==> config.mk <==
export PLATFORM = sky130hd
export DESIGN_NAME = ppa_arb
export DESIGN_NICKNAME = d
export VERILOG_FILES = /design/src/rtl/ppa_pkg.sv /design/src/rtl/ppa.sv /design/src/rtl/rr_pick4.sv /design/src/rtl/ppa_arb.sv
export SDC_FILE = /design/constraint.sdc
export NUM_CORES = 1
export LEC_CHECK = 0
export CAP_MARGIN = 0
export CORE_MARGIN = 3
export CORE_UTILIZATION = 42
export DETAILED_ROUTE_END_ITERATION = 10
export GPL_ROUTABILITY_DRIVEN = 0
export PLACE_DENSITY = 0.87
export SETUP_SLACK_MARGIN = 0.3
export SYNTH_ARGS = -nofsm -noshare
export SYNTH_HDL_FRONTEND = slang
export SYNTH_SLANG_ARGS = --single-unit
==> constraint.sdc <==
create_clock -name clk -period 6.8 [get_ports clk]
set_clock_uncertainty 0.1 [all_clocks]
set_input_delay 1.36 -clock clk [delete_from_list [all_inputs] [get_ports clk]]
set_output_delay 1.36 -clock clk [all_outputs]
set_load 0.005 [all_outputs]
==> src/rtl/ppa_pkg.sv <==
// Shared definitions for the ppa_arb block: sizes, result-register FSM
// encoding and the registered result payload.
package ppa_pkg;

    localparam int unsigned NREQ  = 4;
    localparam int unsigned W     = 16;
    localparam int unsigned IDW   = 2;
    localparam int unsigned CNT_W = 16;

    // Result-register occupancy; encoding is fixed (EMPTY=0, FULL=1).
    typedef enum logic {
        ST_EMPTY = 1'b0,
        ST_FULL  = 1'b1
    } res_state_e;

    typedef struct packed {
        logic           co;
        logic [W-1:0]   sum;
        logic [IDW-1:0] id;
    } res_t;

endpackage

==> src/rtl/ppa.sv <==
// 16-bit Kogge-Stone parallel-prefix adder (combinational).
// Ports: a, b - operands; s - sum mod 2^16; co - carry-out.
module ppa (
    input  logic [15:0] a,
    input  logic [15:0] b,
    output logic [15:0] s,
    output logic        co
);

    localparam int unsigned N   = 16;
    localparam int unsigned LVL = 4;

    logic [LVL:0][N-1:0] g;
    logic [LVL:0][N-1:0] p;

    // Prefix tree: level l combines spans 2^(l-1) apart.
    always_comb begin
        g    = '0;
        p    = '0;
        g[0] = a & b;
        p[0] = a ^ b;
        for (int l = 1; l <= int'(LVL); l++) begin
            for (int i = 0; i < int'(N); i++) begin
                if (i >= (1 << (l - 1))) begin
                    g[l][i] = g[l-1][i] | (p[l-1][i] & g[l-1][i - (1 << (l - 1))]);
                    p[l][i] = p[l-1][i] & p[l-1][i - (1 << (l - 1))];
                end else begin
                    g[l][i] = g[l-1][i];
                    p[l][i] = p[l-1][i];
                end
            end
        end
    end

    // Group generate up to bit i-1 is the carry into bit i.
    assign s  = p[0] ^ {g[LVL][N-2:0], 1'b0};
    assign co = g[LVL][N-1];

endmodule

==> src/rtl/rr_pick4.sv <==
// Round-robin selector for 4 requesters: picks the first valid index at or
// after ptr, wrapping 3->0.
// Ports: valid - request flags; ptr - priority pointer;
//        grant - one-hot pick (zero if none valid); idx - picked index.
module rr_pick4 (
    input  logic [3:0] valid,
    input  logic [1:0] ptr,
    output logic [3:0] grant,
    output logic [1:0] idx
);

    logic       found;
    logic [1:0] cand;

    always_comb begin
        grant = '0;
        idx   = ptr;
        found = 1'b0;
        cand  = ptr;
        for (int k = 0; k < 4; k++) begin
            cand = ptr + 2'(k);
            if (!found && valid[cand]) begin
                found       = 1'b1;
                grant[cand] = 1'b1;
                idx         = cand;
            end
        end
    end

endmodule

==> src/rtl/ppa_arb.sv <==
// Round-robin front end sharing one ppa adder among 4 requesters, with a
// single-entry result register that can drain and refill in the same cycle.
// Ports: clk, rst (sync, active-high); req_valid/req_ready - per-requester
//        handshake (req_ready combinational); req_a/req_b - packed operands;
//        res_valid/res_ready - result handshake; res_sum/res_co/res_id -
//        registered result; op_count - wrapping count of result handshakes.
module ppa_arb
    import ppa_pkg::*;
#(
    parameter int unsigned NREQ = ppa_pkg::NREQ,
    parameter int unsigned W    = ppa_pkg::W
) (
    input  logic                clk,
    input  logic                rst,
    input  logic [NREQ-1:0]     req_valid,
    input  logic [NREQ*W-1:0]   req_a,
    input  logic [NREQ*W-1:0]   req_b,
    output logic [NREQ-1:0]     req_ready,
    output logic                res_valid,
    input  logic                res_ready,
    output logic [W-1:0]        res_sum,
    output logic                res_co,
    output logic [IDW-1:0]      res_id,
    output logic [CNT_W-1:0]    op_count
);

    res_state_e       state_q, state_d;
    res_t             res_q, res_d;
    logic [IDW-1:0]   ptr_q, ptr_d;
    logic [CNT_W-1:0] op_count_q, op_count_d;

    logic [NREQ-1:0]  pick_grant;
    logic [IDW-1:0]   pick_idx;
    logic [W-1:0]     a_sel, b_sel;
    logic [W-1:0]     add_sum;
    logic             add_co;
    logic             can_accept_c;
    logic             req_hs_c;
    logic             res_hs_c;

    rr_pick4 u_pick (
        .valid (req_valid),
        .ptr   (ptr_q),
        .grant (pick_grant),
        .idx   (pick_idx)
    );

    // Operand mux for the picked requester.
    always_comb begin
        a_sel = '0;
        b_sel = '0;
        for (int i = 0; i < int'(NREQ); i++) begin
            if (pick_idx == IDW'(i)) begin
                a_sel = req_a[i*int'(W) +: W];
                b_sel = req_b[i*int'(W) +: W];
            end
        end
    end

    ppa u_add (
        .a  (a_sel),
        .b  (b_sel),
        .s  (add_sum),
        .co (add_co)
    );

    // Handshakes and next-state; a held result blocks all grants.
    always_comb begin
        state_d      = state_q;
        res_d        = res_q;
        ptr_d        = ptr_q;
        op_count_d   = op_count_q;
        res_hs_c     = (state_q == ST_FULL) && res_ready;
        can_accept_c = (state_q == ST_EMPTY) || res_ready;
        req_ready    = (can_accept_c && !rst) ? pick_grant : '0;
        req_hs_c     = |req_ready;

        if (res_hs_c) begin
            op_count_d = op_count_q + CNT_W'(1);
        end

        if (req_hs_c) begin
            state_d   = ST_FULL;
            res_d.co  = add_co;
            res_d.sum = add_sum;
            res_d.id  = pick_idx;
            ptr_d     = pick_idx + IDW'(1);
        end else if (res_hs_c) begin
            state_d = ST_EMPTY;
        end
    end

    always_ff @(posedge clk) begin
        if (rst) begin
            state_q    <= ST_EMPTY;
            res_q      <= '0;
            ptr_q      <= '0;
            op_count_q <= '0;
        end else begin
            state_q    <= state_d;
            res_q      <= res_d;
            ptr_q      <= ptr_d;
            op_count_q <= op_count_d;
        end
    end

    assign res_valid = (state_q == ST_FULL);
    assign res_sum   = res_q.sum;
    assign res_co    = res_q.co;
    assign res_id    = res_q.id;
    assign op_count  = op_count_q;

endmodule

## Word-level counts from Yosys, hierarchy flattened

Cells that the tools add are included.

| operators by class | value |
|---|---|
| add/subtract/negate cells | 5 |
| $lt $le $gt $ge | 8 |
| eq/ne operators | 3 |
| multiplexer cells | 37 |
| bitwise operators | 139 |
| reduce and logical (&&, ||, !) cells | 17 |

Operators by type and width:

| kind | number |
|---|---|
| two-way mux 16 bit | 8 |
| bitwise AND 1 bit | 83 |
| bitwise OR 1 bit | 49 |
| bitwise XOR 16 bit | 2 |
| two-way mux 4 bit | 5 |
| adder 16 x 1 -> 16 bit (second input constant) | 1 |
| bitwise AND 16 bit | 1 |
| two-way mux 1 bit | 13 |
| less-than comparator 2 x 3 -> 1 bit (second input constant) | 4 |
| bitwise OR 4 bit | 3 |
| logical AND 1 bit | 9 |
| binary-select mux 1 bit (select 2 bit) | 4 |
| demux 1 bit (select 2 bit) | 4 |
| greater-or-equal comparator 2 x 1 -> 1 bit (second input constant) | 4 |
| two-way mux 2 bit | 3 |
| adder 2 x 1 -> 2 bit (second input constant) | 2 |
| adder 2 bit (second input constant) | 2 |
| == test 2 bit (second input constant) | 2 |
| zero test 1 bit | 4 |
| OR reduction 4 bit | 1 |
| == test 2 x 1 -> 1 bit (second input constant) | 1 |
| zero test 2 bit | 1 |
| nonzero test 2 bit | 1 |
| logical OR 1 bit | 1 |
| NOT 1 bit | 1 |

| word-level totals | value |
|---|---|
| bits in registers | 38 |
| bits of input ports | 135 |
| output and inout port bits | 40 |
| word-level logic and storage cells | 215 |

## Depth between registers and ports, before layout

| logic depth | value |
|---|---|
| depth after elaboration | 26 |
| mapped depth | 27 |
| depth with buffers taken out | 23 |

## By module

A second synthesis with hierarchy kept.

| unflattened totals | value |
|---|---|
| cells, all modules | 474 |
| area total of the unflattened synthesis | 3738.6 um2 |

Modules (own cells, without submodules):

| module | instances | cells each | area each (um2) | seq. area each (um2) |
|---|---|---|---|---|
| ppa_arb | 1 | 319 | 2527.4 | 760.7 |
| ppa | 1 | 102 | 769.5 | 0.0 |
| rr_pick4 | 1 | 53 | 441.7 | 0.0 |

## Worst setup path before layout

No wires, ideal clock.

| path | value |
|---|---|
| path kind | input-to-reg |
| from | input req_valid[1] |
| to | register res_q (netlist bit res_sum[13]) |
| setup time | 116 ps |
| arrival time | 5614 ps |
| required time | 6584 ps |
| slack | 971 ps |
| stages on the path | 21 |
| buffers on the path | 2 |
| cell sequence | or3b_1 > a2111oi_0 > a21o_2 > mux2i_1 > inv_1 > ha_1 > clkbuf_1 > nor2b_1 > clkbuf_1 > a22oi_1 > nor2_1 > a21oi_1 > o21ai_0 > ha_1 > a211oi_1 > o21bai_1 > a21oi_1 > nor4_1 > o21a_1 > or3_1 > a31o_1 |

| on the way | value |
|---|---|
| cells in the longest elaborated chain, start to end | 26 |
| elaborated cells between the ends (all ways) | 78 |
| classes of those cells | eq/ne (3); mux (27); bitwise (40); reduce/logical (8) |

RTL lines:

| what | RTL line | RTL |
|---|---|---|
| from (decl) | ppa_arb.sv:15 | `input logic [NREQ-1:0] req_valid,` |
| binary-select mux 1 bit (select 2 bit) | rr_pick4.sv:22 | `if (!found && valid[cand]) begin` |
| two-way mux 1 bit (implied by the code) | rr_pick4.sv:22 |  |
| two-way mux 1 bit | rr_pick4.sv:22 |  |
| zero test 1 bit | rr_pick4.sv:22 |  |
| logical AND 1 bit | rr_pick4.sv:22 |  |
| two-way mux 1 bit | rr_pick4.sv:22 |  |
| zero test 1 bit | rr_pick4.sv:22 |  |
| logical AND 1 bit | rr_pick4.sv:22 |  |
| [... 4 more ...] | n/a |  |
| named net pick_idx[1] | ppa_arb.sv:33 | `logic [IDW-1:0] pick_idx;` |
| [... 6 more ...] | n/a |  |
| bitwise AND 1 bit | ppa.sv:25 | `g[l][i] = g[l-1][i] \| (p[l-1][i] & g[l-1][i - (1 << (l - 1))]);` |
| bitwise OR 1 bit | ppa.sv:25 |  |
| bitwise AND 1 bit | ppa.sv:25 |  |
| bitwise OR 1 bit | ppa.sv:25 |  |
| bitwise AND 1 bit / bitwise OR 1 bit (equally long branches) | ppa.sv:25 |  |
| bitwise OR 1 bit / bitwise AND 1 bit (equally long branches) | ppa.sv:25 |  |
| bitwise OR 1 bit | ppa.sv:25 |  |
| bitwise XOR 16 bit * | ppa.sv:36 | `assign s = p[0] ^ {g[LVL][N-2:0], 1'b0};` |
| to (signal assigned) | ppa_arb.sv:101 | `res_q <= res_d;` |
| to (decl) | ppa_arb.sv:28 | `res_t res_q, res_d;` |

Mark *: on every way through the listed nets, which the timed path passes. The rest lies on a longest branch. The select of a mux whose other input is x is not followed.
A chain may end at the register's enable or synchronous reset.

## Worst setup path in the final report

| path | value |
|---|---|
| from | register ptr_q[0] |
| to | register res_q (netlist bit res_sum[13]) |

| on the way | value |
|---|---|
| cells in the longest elaborated chain, start to end | 26 |
| elaborated cells between the ends (all ways) | 101 |
| classes of those cells | add/sub (3); order compare (8); eq/ne (3); mux (35); bitwise (40); reduce/logical (12) |

RTL lines:

| what | RTL line | RTL |
|---|---|---|
| from (decl) | ppa_arb.sv:29 | `logic [IDW-1:0] ptr_q, ptr_d;` |
| from (signal assigned) | ppa_arb.sv:102 | `ptr_q <= ptr_d;` |
| parallel branches: the longest is 11 deep, another holds adder 2 x 1 -> 2 bit | n/a |  |
| two-way mux 2 bit * | rr_pick4.sv:22 |  |
| named net pick_idx[0] | ppa_arb.sv:33 |  |
| zero test 2 bit | ppa_arb.sv:53 | `if (pick_idx == IDW'(i)) begin` |
| two-way mux 16 bit (4 in series) | ppa_arb.sv:53 |  |
| bitwise XOR 16 bit / bitwise AND 16 bit (equally long branches) | ppa.sv:21, ppa.sv:20 |  |
| bitwise AND 1 bit | ppa.sv:25 |  |
| bitwise OR 1 bit | ppa.sv:25 |  |
| bitwise AND 1 bit | ppa.sv:25 |  |
| bitwise OR 1 bit | ppa.sv:25 |  |
| bitwise AND 1 bit / bitwise OR 1 bit (equally long branches) | ppa.sv:25 |  |
| bitwise OR 1 bit / bitwise AND 1 bit (equally long branches) | ppa.sv:25 |  |
| bitwise OR 1 bit | ppa.sv:25 |  |
| bitwise XOR 16 bit * | ppa.sv:36 |  |

Mark *: on every way through the listed nets, which the timed path passes. The select of a mux whose other input is x is not followed.

==> results.sh <==
export IMPL_arrival_ns=6.16
export IMPL_crit_path_max_fanout=37
export IMPL_clockRootBuffer="clkbuf_8"
export IMPL_cts_htree_levels=2
export IMPL_grt_first_pass_wirelength_mm=19.4
export IMPL_async_flop_share_pct=0
export IMPL_finalMaxSlewViolations=0
export IMPL_place_inst=763
export IMPL_reg2reg_to="res_sum[13]"
export IMPL_synth_cell_types=54
export IMPL_cp_start_kind="register"
export IMPL_holdPathEnd="res_sum[9]"
export IMPL_whs_path_depth=2
export IMPL_die_area_sq_um=9920
export IMPL_place_hpwl_mm=9.92
export IMPL_crit_required_ns=6.88
export IMPL_antenna_cells=0
export IMPL_cts_made_buffers=5
export IMPL_grtUsageTotal_pct=23.7
export IMPL_drt_iter0_drc=221
export IMPL_fin_crit_sh_pct=89.4
export IMPL_synthesis_area_sq_um=3680
export IMPL_vias=4369
export IMPL_syn_inst=510
export IMPL_synthToLayoutAreaGrowth_pct=54.8
export IMPL_synth_flop_cell="dfxtp_1"
export IMPL_ff2ff_setup_slack_ns=0.72
export IMPL_coreArea_sq_um=8380
export IMPL_ant_nets=0
export IMPL_grtUsageMet3_pct=4.77
export IMPL_use_met1_pct=26.4
export IMPL_die_w_um=99.6
export IMPL_worstSkewPairLatency_ns=0.29
export IMPL_remaining_drc_errors=0
export IMPL_synth_edf_count=0
export IMPL_yosysSeqAreaShare_pct=20.7
export IMPL_end_kind="register"
export IMPL_status="finished clean"
export IMPL_hp_class="register to register"
export IMPL_grt_ovfl_total=0
export IMPL_wl_per_cell_um=16.1
export IMPL_tightest_slew_ns=1.15
export IMPL_drive_above_1_share_pct=6.86
export IMPL_grt_antenna_before_repair=0
export IMPL_tritoncts="built"
export IMPL_ys_seq_elements=38
export IMPL_io_buffers=174
export IMPL_row_count=33
export IMPL_nNetsFinal=834
export IMPL_yosysWarnings=0
export IMPL_hp_start="res_sum[9]"
export IMPL_viasPerCell=5.63
export IMPL_cts_sinks=38
export IMPL_grt_max_degree=42
export IMPL_met2_usage_pct=45.0
export IMPL_slew_headroom_pct=23.3
export IMPL_cap_violations=0
export IMPL_first_pass_iters=5
export IMPL_cts_reportedPaths_clkPinSlew_ns=0.07
export IMPL_cts_buffer_depth=2
export IMPL_min_period_ns=6.08
export IMPL_top_usage_layer="met2"
export IMPL_ff2ff_path_depth=19
export IMPL_instances_no_fill=776
export IMPL_finalSetupViolations=0
export IMPL_wl_mm=12.5
export IMPL_final_cell_mix="172 x clkdlybuf4s50_1, 78 x nor2_1, 57 x nand2_1"
export IMPL_grt_setup_unrepaired="no"
export IMPL_die_h_um=99.6
export IMPL_ioPinCount=175
export IMPL_syn_area_per_cell_sq_um=7.22
export IMPL_r2r_start="ptr_q[0]"
export IMPL_max_freq_ghz=0.164
export IMPL_hold_violations=0
export IMPL_synth_nets=674
export IMPL_final_common_cell="clkdlybuf4s50_1"
export IMPL_initial_utilization_pct=43.9
export IMPL_grt_pass1_vias=4238
export IMPL_critical_path_class="register to register"
## layout make-up
| type | instances | area (sq um) |
|---|---|---|
| clock inverter | 3 | 40.0 |
| fill | 679 | 2690 |
| sequential | 38 | 761 |
| timing repair buffer | 187 | 1840 |
| multi-input combinational | 427 | 2810 |
| clock buffer | 5 | 68.8 |
| inverter | 11 | 41.3 |
| tap | 105 | 131 |
## what timing repair did
item	CTS	global route
setup buffers	0	5
gates resized for setup	1	14
cloned	0	0
setup endpoints to repair	1	12
pin swaps	0	2
hold buffers	0	0
## kinds of logic (layout without fill, tap and decap cells)
logic type                 Yosys count  after routing  synth area share, %
AOI/OAI and AO/OA                  175            175                 30.6
xor gates and xnor gates            26             26                 6.19
adders and majority gates           29             29                 10.1
buffers and inverters               45            206                 5.17
DFF                                 38             38                 20.7
muxes                               15             15                 5.10
and+or+nand+nor                    182            182                 22.2
## registers in the layout, indices dropped and copies added (netlist names)
name	flops
res_sum	16
res_id	2
op_count	16
res_valid	1
ptr_q	2
res_co	1
## metrics by stage
stage	cell area (sq um)	util (%)	setup WS (ns)	setup TNS [ns]	hold slack [ns]
floorplan	3680	-	0.971	0	0.358
global placement	5480	65.4	0.301	0	0.358
detailed placement	5480	65.4	-0.0271	-0.0271	0.360
CTS	5600	66.8	0.303	0	0.372
global route	5700	68.0	0.272	0	0.404
finish	5700	68.0	0.720	0	0.371
## Yosys cell counts, types with 2 or more instances
cell type | instances | area [sq um]
nor2_1 | 78 | 293
nand2_1 | 57 | 214
a21oi_1 | 53 | 265
o21ai_0 | 42 | 210
dfxtp_1 | 38 | 761
a22oi_1 | 34 | 255
ha_1 | 28 | 350
clkbuf_1 | 24 | 90.1
xor2_1 | 14 | 123
mux2i_1 | 12 | 120
xnor2_1 | 12 | 105
inv_1 | 11 | 41.3
a21o_1 | 9 | 67.6
nand3_1 | 8 | 40.0
and3_1 | 6 | 37.5
nand2b_1 | 6 | 37.5
a211oi_2 | 5 | 62.6
buf_1 | 5 | 18.8
nand4_1 | 5 | 31.3
o211ai_1 | 5 | 37.5
nor3b_1 | 4 | 30.0
a221o_1 | 3 | 30.0
mux4_2 | 3 | 67.6
o21a_1 | 3 | 22.5
o21ai_1 | 3 | 15.0
and4_1 | 2 | 17.5
buf_2 | 2 | 10.0
buf_6 | 2 | 22.5
nand3b_1 | 2 | 15.0
nor2b_1 | 2 | 12.5
nor3_1 | 2 | 10.0
nor3b_2 | 2 | 25.0
nor4_1 | 2 | 12.5
o21bai_1 | 2 | 15.0
o22ai_1 | 2 | 12.5
o31ai_1 | 2 | 15.0
o41ai_1 | 2 | 17.5
or2_2 | 2 | 12.5
## worst max-delay path by stage
stage / from / to / cells past startpoint
floorplan: req_valid[1] / res_sum[13] / 21
global placement: req_valid[3] / res_co / 22
detailed placement: req_valid[3] / res_co / 22
CTS: req_valid[3] / res_co / 21
global route: ptr_q[0] / res_sum[12] / 22
finish: ptr_q[0] / res_sum[13] / 19
## critical path, cell delays in order (launching register included)
cell	delay (ns)
dfxtp_1	0.69
inv_1	0.23
ha_1	0.50
or3b_1	0.44
a2111oi_2	0.43
a21o_2	0.21
a21oi_1	0.09
xnor2_2	0.28
buf_4	0.17
ha_2	0.54
buf_4	0.36
o21ai_0	0.14
ha_1	0.41
a21o_1	0.22
o21bai_1	0.15
a21oi_1	0.15
o21ai_0	0.13
o21a_1	0.21
or3_1	0.30
a31o_1	0.20
## routing by layer
layer | part of all wire (%) | wire length [um]
met4 | 2.3 | 282
met3 | 6.6 | 818
met5 | 0 | 0
met2 | 53 | 6630
met1 | 38 | 4730
Power is left out: the tool's default activity adds up to more than one toggle a clock period on the data nets, which glitch-free logic cannot reach.
